==> src/rtl/cpumc_arb.sv <==
// CPU memory-bus arbiter: stalls the RP2A03 via rdy, drains, then hands the
// cpumc bus to the HCI debug block or the PRG loader with a req/gnt handshake.
module cpumc_arb #(
  parameter int DRAIN_CYCLES = 4,
  parameter int BURST_LEN    = 256,
  parameter int CPU_MIN      = 8
) (
  input  logic        clk_in,
  input  logic        nrst_in,
  input  logic [15:0] cpu_a_in,
  input  logic        cpu_r_nw_in,
  input  logic [7:0]  cpu_d_in,
  input  logic        hci_req_in,
  input  logic [15:0] hci_a_in,
  input  logic        hci_r_nw_in,
  input  logic [7:0]  hci_d_in,
  input  logic        ldr_req_in,
  input  logic [15:0] ldr_a_in,
  input  logic        ldr_r_nw_in,
  input  logic [7:0]  ldr_d_in,
  output logic        rdy_out,
  output logic [15:0] a_out,
  output logic        r_nw_out,
  output logic [7:0]  d_out,
  output logic        hci_gnt_out,
  output logic        ldr_gnt_out,
  output logic [1:0]  owner_out
);

  typedef enum logic [2:0] {S_CPU, S_DRAIN, S_HCI, S_LDR, S_RET} state_t;

  localparam logic [1:0] OWN_CPU = 2'd0;
  localparam logic [1:0] OWN_HCI = 2'd1;
  localparam logic [1:0] OWN_LDR = 2'd2;

  localparam logic [3:0] DRAIN_INIT = 4'(DRAIN_CYCLES - 1);
  localparam logic [8:0] BURST_LAST = 9'(BURST_LEN - 1);
  localparam logic [7:0] WIN_INIT   = 8'(CPU_MIN);

  state_t      state, state_nxt;
  logic [3:0]  drain_cnt;
  logic [8:0]  burst_cnt;
  logic [7:0]  win_cnt;
  logic        sel_hci;

  // State, counters and the registered handshake outputs, which are all
  // derived from the next state so they line up with the bus mux below.
  always_ff @(posedge clk_in or negedge nrst_in) begin
    if (!nrst_in) begin
      state       <= S_CPU;
      drain_cnt   <= '0;
      burst_cnt   <= '0;
      win_cnt     <= '0;
      sel_hci     <= 1'b0;
      rdy_out     <= 1'b1;
      hci_gnt_out <= 1'b0;
      ldr_gnt_out <= 1'b0;
      owner_out   <= OWN_CPU;
    end else begin
      // NOTE: non-blocking assignments for all state so every register
      // samples pre-edge values regardless of statement order.
      state       <= state_nxt;
      rdy_out     <= (state_nxt == S_CPU);
      hci_gnt_out <= (state_nxt == S_HCI);
      ldr_gnt_out <= (state_nxt == S_LDR);
      case (state_nxt)
        S_HCI:   owner_out <= OWN_HCI;
        S_LDR:   owner_out <= OWN_LDR;
        default: owner_out <= OWN_CPU;
      endcase

      case (state)
        S_CPU: begin
          if (state_nxt == S_DRAIN) begin
            sel_hci   <= hci_req_in;
            drain_cnt <= DRAIN_INIT;
          end else if (win_cnt != 8'd0) begin
            win_cnt <= win_cnt - 8'd1;
          end
        end
        S_DRAIN: begin
          burst_cnt <= '0;
          if (drain_cnt != 4'd0) drain_cnt <= drain_cnt - 4'd1;
        end
        S_LDR:   burst_cnt <= burst_cnt + 9'd1;
        S_RET:   win_cnt   <= WIN_INIT;
        default: ;
      endcase
    end
  end

  always_comb begin
    // NOTE: default first so no path through the case leaves state_nxt
    // unassigned, which would infer a latch.
    state_nxt = state;
    case (state)
      S_CPU:
        if (win_cnt == 8'd0 && (hci_req_in || ldr_req_in)) state_nxt = S_DRAIN;
      S_DRAIN:
        if (drain_cnt == 4'd0) begin
          if (sel_hci) state_nxt = hci_req_in ? S_HCI : S_RET;
          else         state_nxt = ldr_req_in ? S_LDR : S_RET;
        end
      S_HCI:
        if (!hci_req_in) state_nxt = S_RET;
      S_LDR:
        if (!ldr_req_in || burst_cnt == BURST_LAST) state_nxt = S_RET;
      S_RET:   state_nxt = S_CPU;
      default: state_nxt = S_CPU;
    endcase
  end

  // During DRAIN and RET the CPU address still drives the bus but writes are
  // suppressed, so a stalled CPU cycle can never corrupt memory.
  always_comb begin
    a_out    = cpu_a_in;
    r_nw_out = cpu_r_nw_in;
    d_out    = cpu_d_in;
    case (state)
      S_DRAIN, S_RET: r_nw_out = 1'b1;
      S_HCI: begin
        a_out    = hci_a_in;
        r_nw_out = hci_r_nw_in;
        d_out    = hci_d_in;
      end
      S_LDR: begin
        a_out    = ldr_a_in;
        r_nw_out = ldr_r_nw_in;
        d_out    = ldr_d_in;
      end
      default: ;
    endcase
  end

endmodule

==> config.mk <==
export PLATFORM = sky130hd
export DESIGN_NAME = cpumc_arb
export DESIGN_NICKNAME = d
export VERILOG_FILES = /design/src/rtl/cpumc_arb.sv
export SDC_FILE = /design/constraint.sdc
export NUM_CORES = 1
export LEC_CHECK = 0
export ABC_AREA = 1
export CAP_MARGIN = 30
export CORE_MARGIN = 5
export CORE_UTILIZATION = 43
export CTS_BUF_LIST = sky130_fd_sc_hd__clkbuf_16
export DETAILED_ROUTE_END_ITERATION = 8
export PLACE_DENSITY = 0.94
export SLEW_MARGIN = 5
export SYNTH_ARGS = -nofsm -noshare
export SYNTH_HDL_FRONTEND = slang
export SYNTH_SLANG_ARGS = --single-unit
==> constraint.sdc <==
create_clock -name clk_in -period 3.77 [get_ports clk_in]
set_clock_uncertainty 0.2 [all_clocks]
set_input_delay 0.377 -clock clk_in [delete_from_list [all_inputs] [get_ports clk_in]]
set_output_delay 0.377 -clock clk_in [all_outputs]
set_load 0.02 [all_outputs]
==> flow_summary.toml, run 1 <==
[worst_setup_path]
rr_worst_depth = 7
rrSetupSlack_ns = 1.56
worst_ep_arrival_time_ns = 2.64
r2r-end = "ldr_gnt_out"
rr_startpoint = "state[2]"
worst-setup-path-type = "register to primary output"
worstPathMaxFanout = 27
cp-end-kind = "primary output"
required_ns = 3.19
start_kind = "register"

[power_and_ir_drop]
intPower_w = 0.000999
p_comb_share_pct = 50.1
clockPowerShare_pct = 21.3
seqPwrFrac_pct = 28.6
finalPower_w = 0.00170
p_sw_w = 0.000698
switching_share_pct = 41.1
ir_drop_v = 0.000274
power.density_nw_per_um2 = 505
power_leakage_nw = 1.61

[synthesis]
ys_seq_elements = 29
synth_top_area_cell = "dfrtp_1"
synth_flop_cell = "dfrtp_1"
synth_top_cell_area_share_pct = 33.3
yosysSeqAreaShare_pct = 34.5
yosys_warnings = 0
synth_common_cells = "127 x nand2_1, 40 x nand3_1, 36 x nor2_1"
netlist_top_cells_area = "dfrtp_1 33%, nand2_1 23%, nand3_1 9.5%, nor2_1 6.4%, inv_1 5.9%"
syn-instance-count = 325
synth_edf_count = 0
synth_area_um2 = 2110
yosysUniqueCellTypes = 30
syn_avg_cell_area_um2 = 6.48
synth-async-reset-ratio_pct = 100
postSynthNetCount = 410
yosys.cell_count.top_type = "nand2_1"

[detailed_routing]
first_pass_iters = 4
viasPerCell = 4.81
drtIter0Drc = 151
ant_nets = 0
wirelength_mm = 6.76
num_vias = 2411
wire_per_inst_um = 13.5
drc_errors = 0

[floorplanning]
start_util_pct = 44.3
ios = 109
die_h_um = 80
die_x_um = 80
die-area_um2 = 6400
coreArea_um2 = 4750
row_count = 25

[clock_network]
post_cts_buffers = 0
cts_tree = "yes"
cts_root_buffer = "clkbuf_16"
path_clk_slew_ns = 0.05
cts_buffer_depth = 2
cts_hold_buffers = 0
clock_latency_ns = 0.27
htreeDepth = 2
cts.sinks = 29
ctsResizeCount = 0
cts_made_buffers = 5

[worst_hold_path]
hold_start = "win_cnt[0]"
hold_path_end = "win_cnt[0]"
whs_path_depth = 2
hp-class = "register to register"

[global_route]
grt_overflow_total = 0
grt_first_pass_wirelength_mm = 10.7
antenna_found_initial = 0
grt_pass1_vias = 2334
grtUsageTotal_pct = 21.0
grt_max_degree = 33

[sta]
hold_violations = 0
slew_violations = 0
slew_headroom_pct = 54.0
fmax_ghz = 0.311
period_share_pct = 85.2
fin_tns_setup_ns = 0
rsz0062_at_grt = "false"
final.min_clock_period_ns = 3.21
max_slew.worst_pin.slew_ns = 0.688
setup_violations = 0

[layout]
area_growth_pct = 59.4
antennaDiodeCount = 0
fin_nets = 518
nFillCells = 357
seq_area_um2 = 727
multiInputGateArea_um2 = 1190
drive_above_1_share_pct = 4.38

[place]
port_buffers = 108
gp_congestion = 0.899
hpwl_mm = 5.34

[job]
cap_violations = 0

[run_status]
status = "complete, no violations"
## state kept, by name, summed over array words and instances, names as in the netlist
| register | count |
|---|---|
| hci_gnt_out | 1 |
| sel_hci | 1 |
| owner_out | 1 |
| drain_cnt | 4 |
| win_cnt | 8 |
| ldr_gnt_out | 1 |
| rdy_out | 1 |
| burst_cnt | 9 |
| state | 3 |
## worst max-delay path, stage by stage, from the launching register on
cell	delay, ns
dfrtp_1	0.38
inv_1	0.17
nand2_2	0.34
nor2_4	0.59
a22oi_1	0.18
nand2_1	0.10
clkdlybuf4s50_1	0.60
## routing by layer
| metal | global-route usage, % | up-vias | part of all wire [%] |
|---|---|---|---|
| met5 | 0 | - | 0 |
| met4 | 5.07 | 0 | 1.1 |
| met3 | 4.97 | 9 | 4.8 |
| met2 | 38.2 | 66 | 54 |
| met1 | 24.5 | 1084 | 40 |
| li1 | - | 1252 | - |
## power groups by stage
stage	combinational (W)	sequential [W]	clock (W)
6_report	0.000850	0.000486	0.000361
3_5_place_dp	0.000843	0.000486	0
4_1_cts	0.000852	0.000483	0.000365
3_3_place_gp	0.000815	0.000481	0
2_1_floorplan	0.000549	0.000474	0
5_1_grt	0.000952	0.000498	0.000384
## cell type report
type / count / share of cell area [%]
clock buffer: 5 / 3.73
clock inverter: 3 / 0.335
inverter: 34 / 3.80
multi-input combinational: 254 / 35.6
sequential: 29 / 21.6
tap: 67 / 2.50
timing repair buffer: 109 / 32.4
## per-stage QoR
| stage | cells | hold WS (ns) | util (%) | area [um^2] | setup WS [ns] |
|---|---|---|---|---|---|
| 3_3_place_gp | 493 | 0.268 | 67.8 | 3220 | 0.894 |
| 2_1_floorplan | 325 | -0.119 | - | 2110 | 1.95 |
| 4_1_cts | 501 | 0.287 | 70.6 | 3360 | 0.545 |
| 3_5_place_dp | 493 | 0.275 | 67.8 | 3220 | 0.844 |
| 6_report | 501 | 0.282 | 70.6 | 3360 | 0.557 |
| 5_1_grt | 501 | 0.326 | 70.6 | 3360 | 0.347 |
## placed cells by master, fill, tap and decap left out, drive strengths merged
cell           count
nand3             41
xnor2              1
inv               36
nand4              2
clkdlybuf4s50    108
buf                1
dfrtp             28
ha                 6
nor2              40
nand2            131
clkbuf             5
a22o               1
o21ai             16
dfstp              1
nor3               1
xor2               1
o22ai              3
a21oi              3
clkinv             1
a211oi             1
a22oi              6
o31ai              1
## worst max-delay path by stage
stage,start,end,slack [ns],cells past startpoint
floorplan,burst_cnt[0],rdy_out,1.95,12
global placement,state[2],r_nw_out,0.89,6
detailed placement,state[2],a_out[15],0.84,6
CTS,state[2],a_out[15],0.55,6
global route,state[2],a_out[15],0.35,6
finish,state[2],d_out[1],0.56,6
## logic make-up after synthesis
logic type      count (synthesis)  share of synthesized area [%]
compound gates                 31                           8.85
fa+ha+maj                       6                           3.56
simple gates                  215                           43.5
flops                          29                           34.5
xor+xnor                        2                          0.832
buf+inv                        42                           8.79
Note: power is estimated with default switching activity, not from simulation.
==> inputs of run 2 (changes only) <==
--- a/config.mk
+++ b/config.mk
@@ -12,7 +12,7 @@
 export CTS_BUF_LIST = sky130_fd_sc_hd__clkbuf_16
 export DETAILED_ROUTE_END_ITERATION = 8
 export PLACE_DENSITY = 0.94
-export SLEW_MARGIN = 5
+export SLEW_MARGIN = 40
 export SYNTH_ARGS = -nofsm -noshare
 export SYNTH_HDL_FRONTEND = slang
 export SYNTH_SLANG_ARGS = --single-unit
==> results of run 2 <==
Final layout, timing and power as in run 1 (identical DEF).
==> inputs of run 3 (changes only) <==
--- a/config.mk
+++ b/config.mk
@@ -7,11 +7,14 @@
 export LEC_CHECK = 0
 export ABC_AREA = 1
 export CAP_MARGIN = 30
+export CELL_PAD_IN_SITES_DETAIL_PLACEMENT = 1
+export CELL_PAD_IN_SITES_GLOBAL_PLACEMENT = 1
 export CORE_MARGIN = 5
-export CORE_UTILIZATION = 43
+export CORE_UTILIZATION = 28
 export CTS_BUF_LIST = sky130_fd_sc_hd__clkbuf_16
+export CTS_CLUSTER_SIZE = 25
 export DETAILED_ROUTE_END_ITERATION = 8
-export PLACE_DENSITY = 0.94
+export PLACE_DENSITY = 0.93
 export SLEW_MARGIN = 40
 export SYNTH_ARGS = -nofsm -noshare
 export SYNTH_HDL_FRONTEND = slang
==> flow_summary.toml, run 3 (synthesis gave the netlist of run 1 again) <==
[detailed_routing]
drc_errors = 0
ant_nets = 0
num_vias = 2520
first_pass_iters = 4
drtIter0Drc = 77
viasPerCell = 4.73
wire_per_inst_um = 16.5
wirelength_mm = 8.82

[clock_network]
cts.sinks = 29
ctsResizeCount = 0
htreeDepth = 2
cts_tree = "yes"
cts_root_buffer = "clkbuf_16"
cts_made_buffers = 5
path_clk_slew_ns = 0.06
cts_hold_buffers = 0
post_cts_buffers = 0
clock_latency_ns = 0.29
cts_buffer_depth = 2

[floorplanning]
coreArea_um2 = 7290
die-area_um2 = 9360
ios = 109
die_x_um = 96.7
row_count = 31
start_util_pct = 28.9
die_h_um = 96.7

[layout]
antennaDiodeCount = 0
largest_reg_flops = 9
multiInputGateArea_um2 = 1190
seq_area_um2 = 727
layout_commonest_cell = "nand2_1"
design_area_um2 = 3400
area_growth_pct = 61.6
fin_nets = 518
regMostFlops = "burst_cnt"
drive_above_1_share_pct = 5.07
reg_top3 = "burst_cnt x9, win_cnt x8, drain_cnt x4"
final_cell_mix = "127 x nand2_1, 108 x clkdlybuf4s50_1, 40 x nand3_1"
nFillCells = 949
final_core_util_pct = 46.7

[place]
hpwl_mm = 7.01
dp_worst_setup_slack_ns = 0.736
dpl_cell_area_um2 = 3260
gp_congestion = 0.831
port_buffers = 108

[sta]
max_slew.worst_pin.slew_ns = 0.765
fmax_ghz = 0.300
slew_violations = 0
worst_slack_ns = 0.439
fin_tns_setup_ns = 0
slew_headroom_pct = 48.9
setup_violations = 0
final.min_clock_period_ns = 3.33
hold_violations = 0
rsz0062_at_grt = "false"
period_share_pct = 88.3

[global_route]
grt_pass1_vias = 2703
antenna_found_initial = 0
grt_overflow_total = 0
use_met3_pct = 4.10
grtUsageTotal_pct = 18.7
grt_max_degree = 33
met2_usage_pct = 36.6
grt_first_pass_wirelength_mm = 14.2
top_usage_layer = "met2"
grt_use_met1_pct = 19.9

[worst_hold_path]
hp-class = "input port to asynchronous set/reset pin"

[power_and_ir_drop]
finalPower_w = 0.00177
ir_drop_v = 0.000306
power.density_nw_per_um2 = 521
power_leakage_nw = 1.60

[worst_setup_path]
rr_worst_depth = 12
r2r-end = "rdy_out"
crit_chain = "inv_1, nand2_2, nor2_4, a22oi_1, nand2_1, clkdlybuf4s50_1"
slowest_stage = "nor2_4"
required_ns = 3.19
start_kind = "register"
worstSetupStartpoint = "state[2]"
cp-end-kind = "primary output"
worstPathMaxFanout = 27
worst_ep_arrival_time_ns = 2.75
worst-setup-path-type = "register to primary output"
rr_startpoint = "burst_cnt[0]"
cp_slowest_stage_delay_ns = 0.64
rrSetupSlack_ns = 1.46

[job]
cap_violations = 0

[run_status]
status = "complete, no violations"
[run 3: cell count changes in the layout (fill, tap and decap cells not counted)]
cell | before | now
inv_1 | 35 | 33
clkinv_1 | 1 | 0
clkinv_2 | 0 | 2
clkinvlp_4 | 0 | 1
[run 3: power by group]
part           switching, W  internal (W)
sequential        0.0000858      0.000401
clock              0.000153      0.000242
combinational      0.000530      0.000363
total              0.000769       0.00101
[run 3: worst max-delay path by stage]
stage / end / slack (ns) / cells past startpoint
after floorplan: rdy_out / 1.95 / 12
after global placement: r_nw_out / 0.85 / 6
after detailed placement: a_out[5] / 0.74 / 6
after CTS: a_out[5] / 0.43 / 6
after global routing: r_nw_out / 0.27 / 6
final: a_out[5] / 0.44 / 6
[run 3: metal layers]
metal / vias to the layer above / part of all wire [%]
li1: 1246 / -
met1: 1204 / 39
met2: 56 / 55
met3: 14 / 3.6
met4: 0 / 2.1
met5: - / 0
[run 3: critical path, delay by kind of cell (launching register included)]
kind | cells | cell delay, ns
AO/OA/AOI/OAI | 1 | 0.22
buffers and inverters | 2 | 0.77
flip-flops | 1 | 0.38
AND/OR/NAND/NOR | 3 | 1.08
[run 3: layout make-up]
class	count	share of cell area, %
Clock buffer	5	3.68
Clock inverter	3	0.515
Inverter	34	3.75
Multi-Input combinational cell	254	35.1
Sequential cell	29	21.4
Tap cell	99	3.64
Timing Repair Buffer	109	32.0
[run 3: through the flow]
stage | hold WS [ns] | std cells
after floorplan | -0.119 | 325
after global placement | 0.272 | 525
after CTS | 0.305 | 533
final | 0.283 | 533
after global routing | 0.337 | 533
after detailed placement | 0.313 | 525
